--- src/rtl/rf_pkg.sv ---
// Shared types and constants for the register-file write path.
package rf_pkg;

    localparam int unsigned DATA_W     = 16;
    localparam int unsigned NUM_REGS   = 8;
    localparam int unsigned ADDR_W     = 3;
    localparam int unsigned FIFO_DEPTH = 4;
    localparam int unsigned CNT_W      = $clog2(FIFO_DEPTH) + 1;

    typedef struct packed {
        logic [ADDR_W-1:0] addr;
        logic [DATA_W-1:0] data;
    } rf_wr_t;

    // Per-register clock enable for one target address.
    function automatic logic [NUM_REGS-1:0] onehot(input logic [ADDR_W-1:0] a);
        logic [NUM_REGS-1:0] v;
        v    = '0;
        v[a] = 1'b1;
        return v;
    endfunction

endpackage

--- src/rtl/rf_wr_fifo.sv ---
// Synchronous write buffer; exposes its contents oldest-first for the forwarding search.
module rf_wr_fifo
    import rf_pkg::*;
#(
    parameter int unsigned DEPTH = FIFO_DEPTH
) (
    input  logic                         clk_n,
    input  logic                         rst_n,
    input  logic                         push,
    input  logic                         pop,
    input  logic                         flush,
    input  rf_wr_t                       din,
    output rf_wr_t                       head,
    output logic                         full,
    output logic [$clog2(DEPTH):0]       count,
    output rf_wr_t [DEPTH-1:0]           age_entry,
    output logic [DEPTH-1:0]             age_valid
);

    localparam int unsigned PW = $clog2(DEPTH);
    localparam int unsigned CW = PW + 1;

    rf_wr_t [DEPTH-1:0] mem;
    logic [PW-1:0]      wr_ptr;
    logic [PW-1:0]      rd_ptr;

    always_ff @(posedge clk_n or negedge rst_n) begin
        if (!rst_n) begin
            mem    <= '0;
            wr_ptr <= '0;
            rd_ptr <= '0;
            count  <= '0;
        end else if (flush) begin
            wr_ptr <= '0;
            rd_ptr <= '0;
            count  <= '0;
        end else begin
            if (push) begin
                mem[wr_ptr] <= din;
                wr_ptr      <= wr_ptr + PW'(1);
            end
            if (pop) begin
                rd_ptr <= rd_ptr + PW'(1);
            end
            if (push && !pop) begin
                count <= count + CW'(1);
            end else if (pop && !push) begin
                count <= count - CW'(1);
            end
        end
    end

    assign head = mem[rd_ptr];
    assign full = (count == CW'(DEPTH));

    // Slot k holds the k-th oldest buffered write.
    always_comb begin
        age_entry = '0;
        age_valid = '0;
        for (int unsigned k = 0; k < DEPTH; k++) begin
            age_entry[k] = mem[rd_ptr + PW'(k)];
            age_valid[k] = (CW'(k) < count);
        end
    end

endmodule

--- src/rtl/rf_write_ctrl.sv ---
// Write-port sequencer for the clock-enabled register bank: buffers writes,
// drains one per cycle as data bus + one-hot enable, and forwards pending data.
module rf_write_ctrl
    import rf_pkg::*;
(
    input  logic                clk_n,
    input  logic                rst_n,
    input  logic                wr_valid,
    output logic                wr_ready,
    input  logic [ADDR_W-1:0]   wr_addr,
    input  logic [DATA_W-1:0]   wr_data,
    input  logic                drain_en,
    input  logic                flush,
    output logic [DATA_W-1:0]   rf_D,
    output logic [NUM_REGS-1:0] rf_clk_en,
    input  logic [ADDR_W-1:0]   rd_addr,
    output logic                fwd_hit,
    output logic [DATA_W-1:0]   fwd_data,
    output logic [CNT_W-1:0]    pending
);

    logic                     push;
    logic                     pop;
    logic                     full;
    logic [CNT_W-1:0]         count;
    rf_wr_t                   din;
    rf_wr_t                   head;
    rf_wr_t [FIFO_DEPTH-1:0]  age_entry;
    logic [FIFO_DEPTH-1:0]    age_valid;

    // Ready ignores a same-cycle pop so a full buffer always refuses.
    assign wr_ready = !full;
    assign push     = wr_valid && !full && !flush;
    assign pop      = (count != '0) && drain_en && !flush;
    assign din      = '{addr: wr_addr, data: wr_data};
    assign pending  = count;

    rf_wr_fifo #(
        .DEPTH (FIFO_DEPTH)
    ) u_fifo (
        .clk_n     (clk_n),
        .rst_n     (rst_n),
        .push      (push),
        .pop       (pop),
        .flush     (flush),
        .din       (din),
        .head      (head),
        .full      (full),
        .count     (count),
        .age_entry (age_entry),
        .age_valid (age_valid)
    );

    // Output stage: enable pulses for one cycle per pop, data bus holds otherwise.
    always_ff @(posedge clk_n or negedge rst_n) begin
        if (!rst_n) begin
            rf_D      <= '0;
            rf_clk_en <= '0;
        end else if (pop) begin
            rf_D      <= head.data;
            rf_clk_en <= onehot(head.addr);
        end else begin
            rf_clk_en <= '0;
        end
    end

    // Youngest match wins: output stage first, then buffer entries oldest to youngest.
    always_comb begin
        fwd_hit  = 1'b0;
        fwd_data = '0;
        if (rf_clk_en[rd_addr]) begin
            fwd_hit  = 1'b1;
            fwd_data = rf_D;
        end
        for (int unsigned k = 0; k < FIFO_DEPTH; k++) begin
            if (age_valid[k] && (age_entry[k].addr == rd_addr)) begin
                fwd_hit  = 1'b1;
                fwd_data = age_entry[k].data;
            end
        end
    end

endmodule

--- config.mk ---
export PLATFORM = sky130hd
export DESIGN_NAME = rf_write_ctrl
export DESIGN_NICKNAME = d
export VERILOG_FILES = /design/src/rtl/rf_pkg.sv /design/src/rtl/rf_wr_fifo.sv /design/src/rtl/rf_write_ctrl.sv
export SDC_FILE = /design/constraint.sdc
export NUM_CORES = 1
export LEC_CHECK = 0
export BUFFER_PORTS_ARGS = -buffer_cell sky130_fd_sc_hd__buf_2
export CORE_MARGIN = 10
export CORE_UTILIZATION = 40
export CTS_CLUSTER_DIAMETER = 80
export DETAILED_ROUTE_END_ITERATION = 10
export PLACE_DENSITY_LB_ADDON = 0.2
export SYNTH_ARGS = -nofsm -noshare
export SYNTH_HDL_FRONTEND = slang
export SYNTH_HIERARCHICAL = 1
export SYNTH_SLANG_ARGS = --single-unit
--- constraint.sdc ---
create_clock -name clk_n -period 3.4 [get_ports clk_n]
set_clock_uncertainty 0.1 [all_clocks]
set_input_delay 0.17 -clock clk_n [delete_from_list [all_inputs] [get_ports clk_n]]
set_output_delay 0.17 -clock clk_n [all_outputs]
set_load 0.05 [all_outputs]
==> run summary <==
Synthesized area: 7490 um^2
Standard-cell rows: 49
CP Max Fanout: 10
Non-Filler Instances: 805
Worst Path Required: 3130 ps
Final Cycle Share: 95.2%
Leakage: 3.63 nW
Worst path slowest cell: mux4_2
Post-synth ARST share: 100%
First-pass GRT wire length: 27,500 um
Adder-cell share of the synthesized area: 1.34%
Drt pass-1 iters: 4
TritonCTS clock tree: done
Flop pwr share: 37.3%
Fmax achieved: 309 MHz
Initial antenna violation count: 1
Hold Path Class: primary input to register
Yosys reg bits: 107
Syn Nets: 542
EDFF count, synth: 0
IO Pins: 72
Post-synthesis xor/xnor area fraction: 1.99%
Syn Inst Count: 507
Die boundary height: 157 um
Clock tree buffer depth: 2
Worst setup SP type: register
Final Critical Period: 3240 ps
Post-Syn Area per Cell: 14.8 um^2
Crit end category: output pin
Global route overflow: 0
Combinational share of power: 42.9%
Full die area: 24,600 um^2
Ys Warns: 6
Yosys top cell area share: 35.8%
GRT Total Usage: 14.2%
Vias: 4,655
Register area: 2690 um^2
Final slew viol count: 0
Post-DP HPWL: 11,500 um
Clk slew on worst S/H paths: 70 ps
Number of port buffers: 71
Sw Ratio: 39.7%
Main flop type after synthesis: dfrtp_1
Area contributors post-synth: dfrtp_1 36%, mux4_2 23%, mux2_2 11%
Peak VDD IR: 0.000248 V
Post-synth top cells: 107 x dfrtp_1, 76 x mux4_2, 70 x mux2_2
Area occupied by multi-input gates: 4330 um^2
Filler cell count: 1,608
PwrDens: 605 nW/um^2
Worst path cell trace: mux4_2 > xnor2_1 > and4_4 > nor3_4 > buf_12 > buf_4 > a221oi_2 > o31ai_2 > buf_2
CP max stage delay: 620 ps
Vias/cell: 5.78
Clock network fraction of total power: 19.8%
CTS Buf Count: 9
Clock Latency Late Sink: 350 ps
Distinct cell type count after synthesis: 50
Main combinational cell family by area after synthesis: multiplexers
Seq/Total Area, Yosys: 35.8%
Core region area: 18,200 um^2
Vias in the first global route: 4,827
Critical path class: register to output pin
Root buf cell: clkbuf_16
Synth Area in Compound Gates: 5.90%
Outcome: completed
Clk sinks: 107
DRC: 0
Starting Density: 41.1%
Psw: 2.01 mW
Layout area overhead: 11.9%
Internal Pwr Total: 3.06 mW
Final net count: 605
H-tree depth: 3
Synth area leader: dfrtp_1
Post-synthesis simple-gate area fraction: 6.32%
Placed Instances: 763
Hold Violations, Final: 0
Max_slew headroom: 42.3%
RD Place Congestion: 0.743
Largest net degree at the start of global routing: 67
Final setup TNS: 0 ps
Routed Antenna Nets: 0
Layout cells sized above 1: 58.6%
Final-report setup violation count: 0
RSZ-0062 raised after global routing: false
Die Width: 157 um
Max-Cap Viols: 0
WL per Instance: 21.2 um
DRT Wirelength: 17,100 um
Top-count cell post-synth: dfrtp_1
Arrival time at the worst endpoint: 2970 ps
First DRT Iteration DRCs: 264
Mux contribution to synthesized area: 41.8%
Worst-Margin Slew: 865 ps
## flip-flops by register name, summed over array words and instances, names as in the netlist
| name | cells |
|---|---|
| u_fifo/wr_ptr | 2 |
| rf_clk_en | 8 |
| u_fifo/mem | 76 |
| u_fifo/count | 3 |
| rf_D | 16 |
| u_fifo/rd_ptr | 2 |
## power groups by stage
stage                     Clock (mW)  Combinational, mW  Sequential, mW
after detailed placement           0               2.14            1.91
after floorplan                    0               1.49            2.16
after global routing            1.09               2.31            1.95
after CTS                       1.04               2.17            1.89
final                           1.01               2.17            1.89
after global placement             0               2.11            1.88
## worst paths after layout
kind                       slack, ps  cells after the start             start             end
setup reg to reg                 710                      8   u_fifo/count[0]  u_fifo/mem[74]
max in group asynchronous       2060                      3             rst_n  u_fifo/mem[44]
hold / removal                    10                      2        wr_addr[0]  u_fifo/mem[16]
hold reg to reg                  440                      1           rf_D[3]         rf_D[3]
setup / recovery                 160                      9  u_fifo/rd_ptr[1]    fwd_data[12]
min in group asynchronous        340                      2             rst_n  u_fifo/mem[47]
## layout make-up
class / count / area share [%]
Multi-Input combinational cell: 333 / 51.7
Tap cell: 229 / 3.42
Clock buffer: 12 / 2.94
Inverter: 6 / 0.269
Clock inverter: 4 / 0.314
Timing Repair Buffer: 113 / 9.32
Sequential cell: 107 / 32.0
Antenna cell: 1 / 0.0299
## layout by cell type, fill, tap and decap left out, drive strengths merged, types with 2 or more instances in the layout
master,synthesis,final
a221oi,16,16
and4,2,2
buf,52,90
clkbuf,7,18
clkinv,0,3
dfrtp,107,107
dlygate4sd3,0,17
ha,8,8
inv,6,6
mux2,110,110
mux2i,3,3
mux4,76,76
nand2,25,25
nand4,3,3
nor2,25,25
nor2b,3,3
nor3,3,3
nor3b,6,6
nor4bb,2,2
o21ai,2,2
o21bai,2,2
o31ai,16,16
or3,3,3
xnor2,16,16
## cell families after synthesis
kind of cell,count (synthesis)
XOR/XNOR,17
AND/OR/NAND/NOR,77
multiplexers,189
buffers and inverters,67
adder cells (fa/ha/maj),8
flip-flops,107
AO/OA/AOI/OAI,42
## critical path, delay by kind of cell (launching register included)
| family | cells | cell delay [ps] |
|---|---|---|
| buffers and inverters | 3 | 650 |
| multiplexers | 1 | 620 |
| flip-flops | 1 | 530 |
| AND/OR/NAND/NOR | 2 | 340 |
| AO/OA/AOI/OAI | 2 | 310 |
| XOR/XNOR | 1 | 160 |
## metal layers
metal | share of wire [%] | vias up | track usage, %
li1 | - | 2080 | -
met1 | 46 | 2479 | 18.9
met2 | 49 | 84 | 22.6
met3 | 4.7 | 12 | 4.00
met4 | 0.78 | 0 | 2.92
met5 | 0 | - | 0
## timing repair
item / CTS / global route
setup buffers: 3 / 5
gates resized for setup: 2 / 13
setup endpoints to repair: 17 / 17
hold buffers: 17 / 0
endpoints found under the hold margin: 120 / 0
pin swaps: 1 / 0
## stage by stage
stage | setup slack, ps | power (mW) | area (um^2) | hold slack (ps) | utilization, %
6_report | 164 | 5.07 | 8380 | 13.4 | 46.0
5_1_grt | 0.915 | 5.34 | 8380 | 1.80 | 46.0
4_1_cts | 29.7 | 5.11 | 8310 | 3.38 | 45.6
3_5_place_dp | 196 | 4.05 | 7820 | 224 | 43.0
3_3_place_gp | 268 | 4.00 | 7820 | 214 | 43.0
2_1_floorplan | 74.0 | 3.65 | 7520 | -226 | -
Note: power is estimated with default switching activity, not from simulation.
